--- config.mk ---
export PLATFORM = sky130hd
export DESIGN_NAME = pwm_adc_multichan_processor_flat
export DESIGN_NICKNAME = d
export VERILOG_FILES = /design/src/rtl/pwm_adc_multichan_processor_if.sv /design/src/rtl/pwm_adc_multichan_processor.sv /design/src/flat_wrapper.sv
export SDC_FILE = /design/constraint.sdc
export NUM_CORES = 1
export LEC_CHECK = 0
export ABC_AREA = 0
export CORE_ASPECT_RATIO = 0.75
export CORE_MARGIN = 5
export CORE_UTILIZATION = 53
export DETAILED_ROUTE_END_ITERATION = 16
export PLACE_DENSITY = 0.76
export SLEW_MARGIN = 20
export SYNTH_ARGS = -nofsm -noshare
export SYNTH_HDL_FRONTEND = slang
export SYNTH_SLANG_ARGS = --single-unit
--- constraint.sdc ---
create_clock -name clk -period 4.4 [get_ports clk]
set_input_delay 0.88 -clock clk [delete_from_list [all_inputs] [get_ports clk]]
set_output_delay 0.88 -clock clk [all_outputs]
set_load 0.02 [all_outputs]
--- src/rtl/pwm_adc_multichan_processor_if.sv ---
// Result stream of the multi-channel PWM/ramp ADC post-processor.
// Handshake: the master raises out_valid with every payload field
// (out_channel, out_ave, out_data, out_clamped) stable; a transfer happens on
// a rising clk edge where out_valid && out_ready. While out_valid is high and
// out_ready is low the payload holds still, and out_valid only falls after a
// transfer (or on reset).
interface pwm_adc_multichan_processor_if #(
  parameter int NUM_CH     = 4,
  parameter int INPUT_BITS = 8,
  parameter int OUT_BITS   = 16
);
  localparam int CH_W = (NUM_CH > 1) ? $clog2(NUM_CH) : 1;

  logic                  out_valid;
  logic                  out_ready;
  logic [CH_W-1:0]       out_channel;
  logic [INPUT_BITS-1:0] out_ave;
  logic [OUT_BITS-1:0]   out_data;
  logic                  out_clamped;

  modport master (
    output out_valid, out_channel, out_ave, out_data, out_clamped,
    input  out_ready
  );

  modport slave (
    input  out_valid, out_channel, out_ave, out_data, out_clamped,
    output out_ready
  );
endinterface

--- src/rtl/pwm_adc_multichan_processor.sv ---
// Multi-channel PWM/ramp ADC post-processor: per-tick accumulation of each
// enabled channel, block average, scale to millivolts, clamp, and emission as
// a channel-tagged valid/ready stream.
module pwm_adc_multichan_processor #(
  parameter int NUM_CH         = 4,
  parameter int INPUT_BITS     = 8,
  parameter int RAMP_BITS      = 8,
  parameter int AVERAGE_POWER  = 4,
  parameter int SCALING_FACTOR = 3400,
  parameter int SHIFT_FACTOR   = 8,
  parameter int CLAMP_MAX      = 3300,
  parameter int OUT_BITS       = 16
) (
  input  logic                         clk,
  input  logic                         reset,
  input  logic [NUM_CH*INPUT_BITS-1:0] pwm_in,
  input  logic [NUM_CH-1:0]            ch_enable,
  input  logic                         clear_overrun,
  pwm_adc_multichan_processor_if.master out_if,
  output logic                         overrun,
  output logic                         busy,
  output logic [1:0]                   dbg_state_o
);
  localparam int CH_W   = (NUM_CH > 1) ? $clog2(NUM_CH) : 1;
  localparam int ACC_W  = INPUT_BITS + AVERAGE_POWER;
  localparam int PROD_W = INPUT_BITS + $clog2(SCALING_FACTOR + 1);
  localparam logic [CH_W-1:0]      LAST_IDX = CH_W'(NUM_CH - 1);
  localparam logic [RAMP_BITS-1:0] RAMP_MAX = '1;

  typedef enum logic [1:0] {S_IDLE = 2'd0, S_SCAN = 2'd1, S_MULT = 2'd2, S_EMIT = 2'd3} state_t;

  state_t                    state_q, state_d;
  logic [RAMP_BITS-1:0]      ramp_q;
  logic                      tick_q;
  logic [AVERAGE_POWER-1:0]  cnt_q;
  logic [ACC_W-1:0]          acc_q   [NUM_CH];
  logic [ACC_W-1:0]          acc_sum [NUM_CH];
  logic [INPUT_BITS-1:0]     avg_q   [NUM_CH];
  logic [NUM_CH-1:0]         mask_q;
  logic [CH_W-1:0]           idx_q;
  logic [PROD_W-1:0]         prod_q;
  logic [PROD_W-1:0]         sh;
  logic                      overrun_q;
  logic [CH_W-1:0]           out_channel_q;
  logic [INPUT_BITS-1:0]     out_ave_q;
  logic [OUT_BITS-1:0]       out_data_q;
  logic                      out_clamped_q;
  logic                      block_done;
  logic                      load_block;
  logic                      idx_last;

  assign block_done = tick_q && (cnt_q == '1);
  assign load_block = block_done && (state_q == S_IDLE);
  assign idx_last   = (idx_q == LAST_IDX);
  assign sh         = prod_q >> SHIFT_FACTOR;

  // Free-running ramp; tick is registered so it fires the cycle after all-ones.
  always_ff @(posedge clk or negedge reset) begin
    if (!reset) begin
      ramp_q <= '0;
      tick_q <= 1'b0;
    end else begin
      ramp_q <= ramp_q + 1'b1;
      tick_q <= (ramp_q == RAMP_MAX);
    end
  end

  // Accumulator inputs: a disabled channel contributes nothing.
  always_comb begin
    for (int k = 0; k < NUM_CH; k++) begin
      acc_sum[k] = acc_q[k];
      if (ch_enable[k]) acc_sum[k] = acc_q[k] + ACC_W'(pwm_in[k*INPUT_BITS +: INPUT_BITS]);
    end
  end

  // Per-tick accumulation; the completing tick restarts the block.
  always_ff @(posedge clk or negedge reset) begin
    if (!reset) begin
      cnt_q <= '0;
      for (int k = 0; k < NUM_CH; k++) acc_q[k] <= '0;
    end else if (tick_q) begin
      cnt_q <= cnt_q + 1'b1;
      for (int k = 0; k < NUM_CH; k++)
        acc_q[k] <= (block_done || !ch_enable[k]) ? '0 : acc_sum[k];
    end
  end

  // Result bank only loads when the emitter is idle; otherwise flag overrun (set beats clear).
  always_ff @(posedge clk or negedge reset) begin
    if (!reset) begin
      mask_q    <= '0;
      overrun_q <= 1'b0;
      for (int k = 0; k < NUM_CH; k++) avg_q[k] <= '0;
    end else begin
      if (load_block) begin
        mask_q <= ch_enable;
        for (int k = 0; k < NUM_CH; k++) avg_q[k] <= acc_sum[k][ACC_W-1:AVERAGE_POWER];
      end
      if (block_done && (state_q != S_IDLE)) overrun_q <= 1'b1;
      else if (clear_overrun)                overrun_q <= 1'b0;
    end
  end

  // Emit FSM state register.
  always_ff @(posedge clk or negedge reset) begin
    if (!reset) state_q <= S_IDLE;
    else        state_q <= state_d;
  end

  // Emit FSM next-state logic.
  always_comb begin
    state_d = state_q;
    case (state_q)
      S_IDLE: if (load_block) state_d = S_SCAN;
      S_SCAN: begin
        if (mask_q[idx_q]) state_d = S_MULT;
        else if (idx_last) state_d = S_IDLE;
      end
      S_MULT: state_d = S_EMIT;
      S_EMIT: begin
        if (out_if.out_ready) state_d = idx_last ? S_IDLE : S_SCAN;
      end
      default: state_d = S_IDLE;
    endcase
  end

  // Emit FSM outputs.
  always_comb begin
    out_if.out_valid = (state_q == S_EMIT);
    busy             = (state_q != S_IDLE);
    dbg_state_o      = state_q;
  end

  // Channel index walk, full-width product, and the held output payload.
  always_ff @(posedge clk or negedge reset) begin
    if (!reset) begin
      idx_q         <= '0;
      prod_q        <= '0;
      out_channel_q <= '0;
      out_ave_q     <= '0;
      out_data_q    <= '0;
      out_clamped_q <= 1'b0;
    end else begin
      case (state_q)
        S_IDLE: idx_q <= '0;
        S_SCAN: begin
          if (mask_q[idx_q])  prod_q <= PROD_W'(avg_q[idx_q]) * PROD_W'(SCALING_FACTOR);
          else if (!idx_last) idx_q  <= idx_q + 1'b1;
        end
        S_MULT: begin
          out_channel_q <= idx_q;
          out_ave_q     <= avg_q[idx_q];
          if (sh > PROD_W'(CLAMP_MAX)) begin
            out_data_q    <= OUT_BITS'(CLAMP_MAX);
            out_clamped_q <= 1'b1;
          end else begin
            out_data_q    <= OUT_BITS'(sh);
            out_clamped_q <= 1'b0;
          end
        end
        S_EMIT: if (out_if.out_ready && !idx_last) idx_q <= idx_q + 1'b1;
        default: idx_q <= '0;
      endcase
    end
  end

  assign out_if.out_channel = out_channel_q;
  assign out_if.out_ave     = out_ave_q;
  assign out_if.out_data    = out_data_q;
  assign out_if.out_clamped = out_clamped_q;
  assign overrun            = overrun_q;
endmodule

--- src/flat_wrapper.sv ---
// flat-port wrapper written by rule: the top's interface ports become plain ports
module pwm_adc_multichan_processor_flat 
#(
  parameter int NUM_CH         = 4,
  parameter int INPUT_BITS     = 8,
  parameter int RAMP_BITS      = 8,
  parameter int AVERAGE_POWER  = 4,
  parameter int SCALING_FACTOR = 3400,
  parameter int SHIFT_FACTOR   = 8,
  parameter int CLAMP_MAX      = 3300,
  parameter int OUT_BITS       = 16
)
  (clk, reset, pwm_in, ch_enable, clear_overrun, overrun, busy, dbg_state_o, out_if_out_valid, out_if_out_channel, out_if_out_ave, out_if_out_data, out_if_out_clamped, out_if_out_ready);
  pwm_adc_multichan_processor_if #(.NUM_CH(NUM_CH), .INPUT_BITS(INPUT_BITS), .OUT_BITS(OUT_BITS)) out_if_i ();
  input  logic clk;
  input  logic reset;
  input  logic [NUM_CH*INPUT_BITS-1:0] pwm_in;
  input  logic [NUM_CH-1:0] ch_enable;
  input  logic clear_overrun;
  output logic overrun;
  output logic busy;
  output logic [1:0] dbg_state_o;
  output wire logic [$bits(out_if_i.out_valid)-1:0] out_if_out_valid;
  output wire logic [$bits(out_if_i.out_channel)-1:0] out_if_out_channel;
  output wire logic [$bits(out_if_i.out_ave)-1:0] out_if_out_ave;
  output wire logic [$bits(out_if_i.out_data)-1:0] out_if_out_data;
  output wire logic [$bits(out_if_i.out_clamped)-1:0] out_if_out_clamped;
  input wire logic [$bits(out_if_i.out_ready)-1:0] out_if_out_ready;
  assign out_if_out_valid = out_if_i.out_valid;
  assign out_if_out_channel = out_if_i.out_channel;
  assign out_if_out_ave = out_if_i.out_ave;
  assign out_if_out_data = out_if_i.out_data;
  assign out_if_out_clamped = out_if_i.out_clamped;
  assign out_if_i.out_ready = out_if_out_ready;
  pwm_adc_multichan_processor #(.NUM_CH(NUM_CH), .INPUT_BITS(INPUT_BITS), .RAMP_BITS(RAMP_BITS), .AVERAGE_POWER(AVERAGE_POWER), .SCALING_FACTOR(SCALING_FACTOR), .SHIFT_FACTOR(SHIFT_FACTOR), .CLAMP_MAX(CLAMP_MAX), .OUT_BITS(OUT_BITS)) u_core (.clk(clk), .reset(reset), .pwm_in(pwm_in), .ch_enable(ch_enable), .clear_overrun(clear_overrun), .out_if(out_if_i), .overrun(overrun), .busy(busy), .dbg_state_o(dbg_state_o));
endmodule
==> results.md, run 1 <==
* Worst skew pair latency at 420 ps
* Worst clock skew at just under 7 ps
* Fin nets at approximately 1100
* Pwr per Cell Area at 478 nW/um^2
* Finished Layout Cells at roughly 1200
* Register area share after synthesis at 39.6%
* Most frequent cells in the layout: 136 x dfrtp_1, 105 x nand2_1, 78 x o21ai_0, 77 x ha_1, 66 x clkdlybuf4s50_1
* Commonest non-fill, non-tap cell in the layout: dfrtp_1
* Number of synthesized flops with an enable pin at 0
* Hold WS at 470 ps
* Met3 wire length at roughly 1.0 mm
* Status: finished, final reports clean
* Headroom to the max-slew limit at between 30% and 40%
* Setup crit start kind: flop
* Initial drt markers at between 300 and 400
* Total core area at 16000 um^2
* Crit path top cell by count: ha_1
* Vias after detailed routing at about 6600
* I/O pin cnt at 72
* Kind of critical path: flop to flop
* # H-tree levels at 4
* Worst R2R Start: u_core.idx_q[0]
* Met2 WL at a little under 8 mm
* HPWL Detailed at approximately 14 mm
* Peak supply drop at 0.338 mV
* Final wirelength at 18.5 mm
* Final worst path period need at 4220 ps
* Post-place setup slack at around 62 ps
* Worst path arrival time at approximately 4600 ps
* CP Cell Sequence: mux4_2 -> ha_1 -> fa_1 -> inv_1 -> fa_1 -> inv_1 -> ha_1 -> ha_1 -> a211oi_2 -> nor2_1 -> o41ai_2 -> o31ai_1 -> xnor2_1 -> o21ai_0
* DP Area at 9540 um^2
* Vias per cell at roughly 5.7
* Area Growth Syn to Fin at 17.1%
* Cell variety after synth at 61
* DP Cell Count at roughly 1100
* Launch point of the worst path: u_core.idx_q[0]
* Multi-input gate area at slightly below 5000 um^2
* Pin count of the biggest net entering global routing at 89
* Routability Congestion at ~0.9
* M1 WL at ~9.4 mm
* Rows at 40
* Register area at ~3400 um^2
* Ys flop type: dfrtp_1
* #FFs+latches synth at 137
* Worst Max-Slew Pin Slew at 992 ps
* Num CTS Buffers at 17
* Critical Path RT at ~4700 ps
* Final Hold Fails at 0
* Filler cell count at about 1300
* Worst setup EP type: flop
* Routed Antenna Nets at 0
* Chip width at 158 um
* Max capacitance violation total at 0
* Max-slew violations at 0
* CTS tree: done
* Global route overflow at 0
* Min-delay src: u_core.ramp_q[7]
* First-pass GRT wire length at about 32 mm
* Mapped Area at 8650 um^2
* Diodes inserted at 0
* Pre-antenna DRT Iters at 5
* Starting Density at a little over half
* Root buffer cell: clkbuf_16
* Design area at 10100 um^2
* Ys Warns at 0
* Setup TNS at 0 ps
* Port Buffers at between 60 and 70
* Share of layout cells above drive strength 1 at under 10%
* Final setup fails at 0
* Largest fanout on the critical path at 7
* Mapped Cells at 869
* Syn avg cell area at between 9 and 10 um^2
* DRC viols at 0
* Worst-path clk slew at 60 ps
* Vias in the first global route at approximately 6500
* Pleak at 4.84 nW
* Hold Crit Class: flop to flop
* Die height at about 120 um
* Die area at about 19000 um^2
* Max Root-Sink Buffers at 2
* Post-synthesis async set-or-reset flop share at 100%
* Fmax at between 0.2 and 0.25 GHz
* DR WL/cell at between 15 and 20 um
* Global Route Usage Sum at between 20 and 25%
* Worst setup margin at between 150 and 200 ps
* Slowest-stage cell, CP: mux4_2
* CP peak stage delay at slightly below 600 ps
* RSZ-0062 raised after global routing: no
* Hold buffer count at CTS at 0
* Top layer in use: met4
* # clock sinks at between 100 and 150
* Final period util at approximately 96%
* Initial antenna violation count at 0
cell families after synthesis:
logic type               Yosys count  share of synthesized area [%]
buffers and inverters             81                           3.79
XOR/XNOR                          57                           5.77
flip-flops                       137                           39.6
other                              1                         0.0433
multiplexers                      40                           6.00
AND/OR/NAND/NOR                  225                           12.2
adder cells (fa/ha/maj)           92                           14.6
AO/OA/AOI/OAI                    236                           18.0
Yosys cell counts (8+ instances only):
cell type  count  area, um^2
clkbuf_1      30         113
xnor2_1       32         280
a211oi_1      10        75.1
nand2_1      105         394
inv_1         39         146
ha_1          77         963
mux4_2         8         180
a22o_1        29         254
xor2_1        25         219
fa_1          15         300
nor2_1        38         143
a21oi_1       40         200
mux2_2        15         169
a31oi_1       12        75.1
dfrtp_1      137        3430
a21o_1        19         143
or3_1          9        56.3
mux2i_1       17         170
nand3_1       16        80.1
o21ai_0       79         395
and3_1         9        56.3
worst paths after layout:
path | endpoint | slack, ps | depth (start not counted)
worst max-delay path | u_core.prod_q[19] | 180 | 14
worst min-delay path | u_core.ramp_q[7] | 470 | 1
worst max register to register | u_core.prod_q[19] | 180 | 14
worst min register to register | u_core.ramp_q[7] | 470 | 1
max in group asynchronous | u_core.idx_q[0] | 3130 | 2
min in group asynchronous | u_core.out_if.out_data[6] | 500 | 1
flip-flops by register name, summed over array words and instances, names as in the netlist, named ones only:
name                       count
u_core.acc_q                  48
u_core.avg_q                  32
u_core.cnt_q                   4
u_core.dbg_state_o             1
u_core.idx_q                   2
u_core.mask_q                  4
u_core.out_if.out_ave          8
u_core.out_if.out_channel      2
u_core.out_if.out_clamped      1
u_core.out_if.out_data        12
u_core.overrun                 1
u_core.prod_q                 12
u_core.ramp_q                  8
u_core.tick_q                  1
power breakdown:
part           internal [mW]  switching [mW]  total [mW]
clock                  0.828           0.510        1.34
combinational          0.881            1.07        1.96
sequential              1.41           0.138        1.55
total                   3.12            1.72        4.84
stage by stage:
| stage | utilization (%) | total power, mW |
|---|---|---|
| final | 63.3 | 4.84 |
| after global placement | 59.6 | 3.37 |
| after floorplan | - | 2.88 |
| after global routing | 63.3 | 5.20 |
| after detailed placement | 59.6 | 3.41 |
| after CTS | 63.0 | 4.80 |
metal layers:
metal | vias to the layer above | global-route usage, %
met5 | - | 0
met4 | 0 | 5.16
met3 | 17 | 4.29
met2 | 165 | 30.0
met1 | 3170 | 31.3
li1 | 3244 | -
final cells by class:
class                      count  share of cell area, %
clock buffer                  18                   4.33
clock inverter                11                   1.06
inverter                      40                   1.48
multi-input combinational    654                   48.7
sequential                   137                   33.8
tap                          210                   2.59
timing repair buffer          83                   7.98
repair_timing:
| action | 4_1_cts | 5_1_grt |
|---|---|---|
| setup buffers | 0 | 2 |
| endpoints found under the setup margin | 0 | 4 |
| gates resized for setup | 0 | 7 |
| endpoints found under the hold margin | 0 | 0 |
critical path, delay by kind of cell (launching register included):
family          cells  cell delay, ps
compound gates      4             740
xor+xnor            1             140
fa+ha+maj           5            2000
buf+inv             2              90
flops               1             470
mux                 1             590
simple gates        1             100
No activity file was read; power rests on OpenSTA's default activity.
==> run 2: changes to the inputs <==
--- a/config.mk
+++ b/config.mk
@@ -7,7 +7,7 @@
 export LEC_CHECK = 0
 export ABC_AREA = 0
 export CORE_ASPECT_RATIO = 0.75
-export CORE_MARGIN = 5
+export CORE_MARGIN = 3
 export CORE_UTILIZATION = 53
 export DETAILED_ROUTE_END_ITERATION = 16
 export PLACE_DENSITY = 0.76
==> run 2 against run 1 <==
Effect of this change: via count increased by 1.1%; sequential share of layout area decreased by 0.33 points; clock power increased by 9.7%; worst setup slack improved by 26 ps; critical path depth increased by 1; sequential power about the same.
==> results.md, run 2 (synthesis gave the netlist of run 1 again) <==
* Status: finished, final reports clean
* DP Area at 9520 um^2 (-0.20%)
* Design area at 10200 um^2 (+0.99%)
* Die area at 17900 um^2 (-5.8%)
* Largest regs: u_core.acc_q x48, u_core.avg_q x32
* Sw Share at 34.8% (-0.74 points)
* Max Root-Sink Buffers at 2 (unchanged)
* Hold buffer count at CTS at 0 (unchanged)
* Diodes inserted at 0 (unchanged)
* Final setup fails at 0 (unchanged)
* Pre-antenna DRT Iters at 5 (unchanged)
* Sequential share of power at 30.7% (-1.3 points)
* I/O pin cnt at 72 (unchanged)
* Hold Crit Class: flop to flop
* Worst setup margin at 207 ps (+25.9 ps)
* Kind of critical path: flop to flop
* Worst setup EP type: flop
* Worst skew pair latency at 420 ps (about the same)
* Die height at 117 um (-3.3%)
* Initial drt markers at 469 (+27%)
* Worst-path clk slew at 60 ps (about the same)
* DR WL/cell at 17.0 um (+5.8%)
* Num CTS Buffers at 17 (unchanged)
* Total core area at 15600 um^2 (-2.5%)
* P_sw at 1.76 mW (+2.1%)
* Most frequent cells in the layout: 136 x dfrtp_1, 105 x nand2_1, 79 x o21ai_0, 74 x ha_1, 66 x clkdlybuf4s50_1
* Setup TNS at 0 ps (unchanged)
* Worst Max-Slew Pin Slew at 996 ps (+4.00 ps)
* Routed Antenna Nets at 0 (unchanged)
* Port Buffers at 67 (unchanged)
* Total power at 5.05 mW (+4.3%)
* Pin count of the biggest net entering global routing at 100 (+12%)
* Post-place setup slack at 29.8 ps (-32.1 ps)
* # clock sinks at 137 (unchanged)
* Final wirelength at 19.6 mm (+5.8%)
* Final worst path period need at 4190 ps (-25.9 ps)
* Largest fanout on the critical path at 9 (+2)
* Comb pwr share at 40.2% (-0.2 points)
* Critical Path RT at 4650 ps (-90 ps)
* Peak supply drop at 0.395 mV (+17%)
* Vias after detailed routing at 6671 (+1.1%)
* Starting Density at 55.4% (+1.4 points)
* First-pass GRT wire length at 32.9 mm (+3.7%)
* Vias in the first global route at 6522 (+0.60%)
* Final period util at 95.3% (-0.59 points)
* Routability Congestion at 0.871 (-2.3%)
* Fin nets at 1067 (+0.19%)
* Area Growth Syn to Fin at 18.2%
* Pwr per Cell Area at 494 nW/um^2 (+3.3%)
* Worst clock skew at 5.07 ps (-1.83 ps)
* Commonest non-fill, non-tap cell in the layout: dfrtp_1
* Clock share of power at 29.1% (+1.5 points)
* CTS tree: done
* # H-tree levels at 4 (unchanged)
* P_int at 3.29 mW (+5.5%)
* HPWL Detailed at 14.0 mm (+3.4%)
* Global route overflow at 0 (unchanged)
* Root buffer cell: clkbuf_16
* Fmax at 0.238 GHz (+0.62%)
* Max-slew violations at 0 (unchanged)
* Largest Register: u_core.acc_q
* Worst path arrival time at 4450 ps (-110 ps)
* Max reg flops at 48 (unchanged)
* Rows at 39 (-2.5%)
* Global Route Usage Sum at 22.6% (+2.0 points)
* Final Hold Fails at 0 (unchanged)
* Max capacitance violation total at 0 (unchanged)
* Setup crit start kind: flop
* Headroom to the max-slew limit at 32.7% (-0.27 points)
* DRC viols at 0 (unchanged)
* Chip width at 154 um (-2.5%)
* Initial antenna violation count at 0 (unchanged)
* Pleak at 4.87 nW (+0.64%)
* Vias per cell at 5.79 (+1.1%)
* Share of layout cells above drive strength 1 at 8.97% (+0.38 points)
[run 2: cell count changes in the layout (fill, tap and decap cells not counted), sizes merged]
| cell | before | now |
|---|---|---|
| buf | 17 | 19 |
| clkbuf | 18 | 22 |
| bufinv | 2 | 3 |
| clkinvlp | 1 | 2 |
| inv | 40 | 41 |
| clkinv | 8 | 4 |
[run 2: final timing paths]
check,startpoint,endpoint,slack (ps),cells past startpoint
setup / recovery,u_core.idx_q[0],u_core.prod_q[18],210,15
min in group asynchronous,reset,u_core.acc_q[37],560,1
hold reg to reg,u_core.ramp_q[7],u_core.ramp_q[7],470,1
setup reg to reg,u_core.idx_q[0],u_core.prod_q[18],210,15
max in group asynchronous,reset,u_core.idx_q[0],2990,2
hold / removal,u_core.ramp_q[7],u_core.ramp_q[7],470,1
[run 2: timing repair]
action / in CTS / in global routing
hold endpoints to repair: 0 / 0
setup endpoints to repair: 0 / 7
gates resized for setup: 0 / 8
setup buffers: 0 / 4
[run 2: stage by stage]
stage / std cells / hold WS (ps) / util [%]
2_1_floorplan: 872 / 434 / -
3_3_place_gp: 1117 / 458 / 61.0
3_5_place_dp: 1117 / 456 / 61.0
4_1_cts: 1149 / 468 / 64.9
5_1_grt: 1153 / 498 / 65.5
6_report: 1153 / 468 / 65.5
[run 2: area by class of cell]
type                    instances  area, um^2
fillers                      1225        5380
multi-input cells             654        4950
flip-flops and latches        137        3430
repair buffers                 85         827
clock buffers                  22         474
well taps                     205         256
inverters                      40         150
clock inverters                10         141
[run 2: routing by layer]
metal / vias to the layer above / track usage, % / wire [um] / part of all wire, %
met5: - / 0 / 0 / 0
met3: 19 / 4.48 / 1080 / 5.5
met1: 3206 / 33.0 / 9620 / 49
met4: 0 / 5.88 / 221 / 1.1
li1: 3256 / - / - / -
met2: 190 / 35.0 / 8650 / 44
[run 2: critical path, cell delays in order (launching register included)]
cell and delay [ps]:
dfrtp_2 410, buf_8 150, mux4_2 570, buf_4 170
ha_1 290, ha_1 290, inv_1 60, fa_1 530
inv_1 40, ha_1 300, ha_1 380, a21oi_1 240
o21ai_0 110, a21oi_1 160, mux2i_1 190, o311ai_0 140
[run 2: power by group through the flow]
stage               Clock (mW)  Sequential (mW)  Combinational, mW
detailed placement           0             1.57               1.87
global route              1.55             1.58               2.26
floorplan                    0             1.61               1.27
finish                    1.47             1.55               2.03
global placement             0             1.56               1.81
CTS                       1.50             1.55               1.89
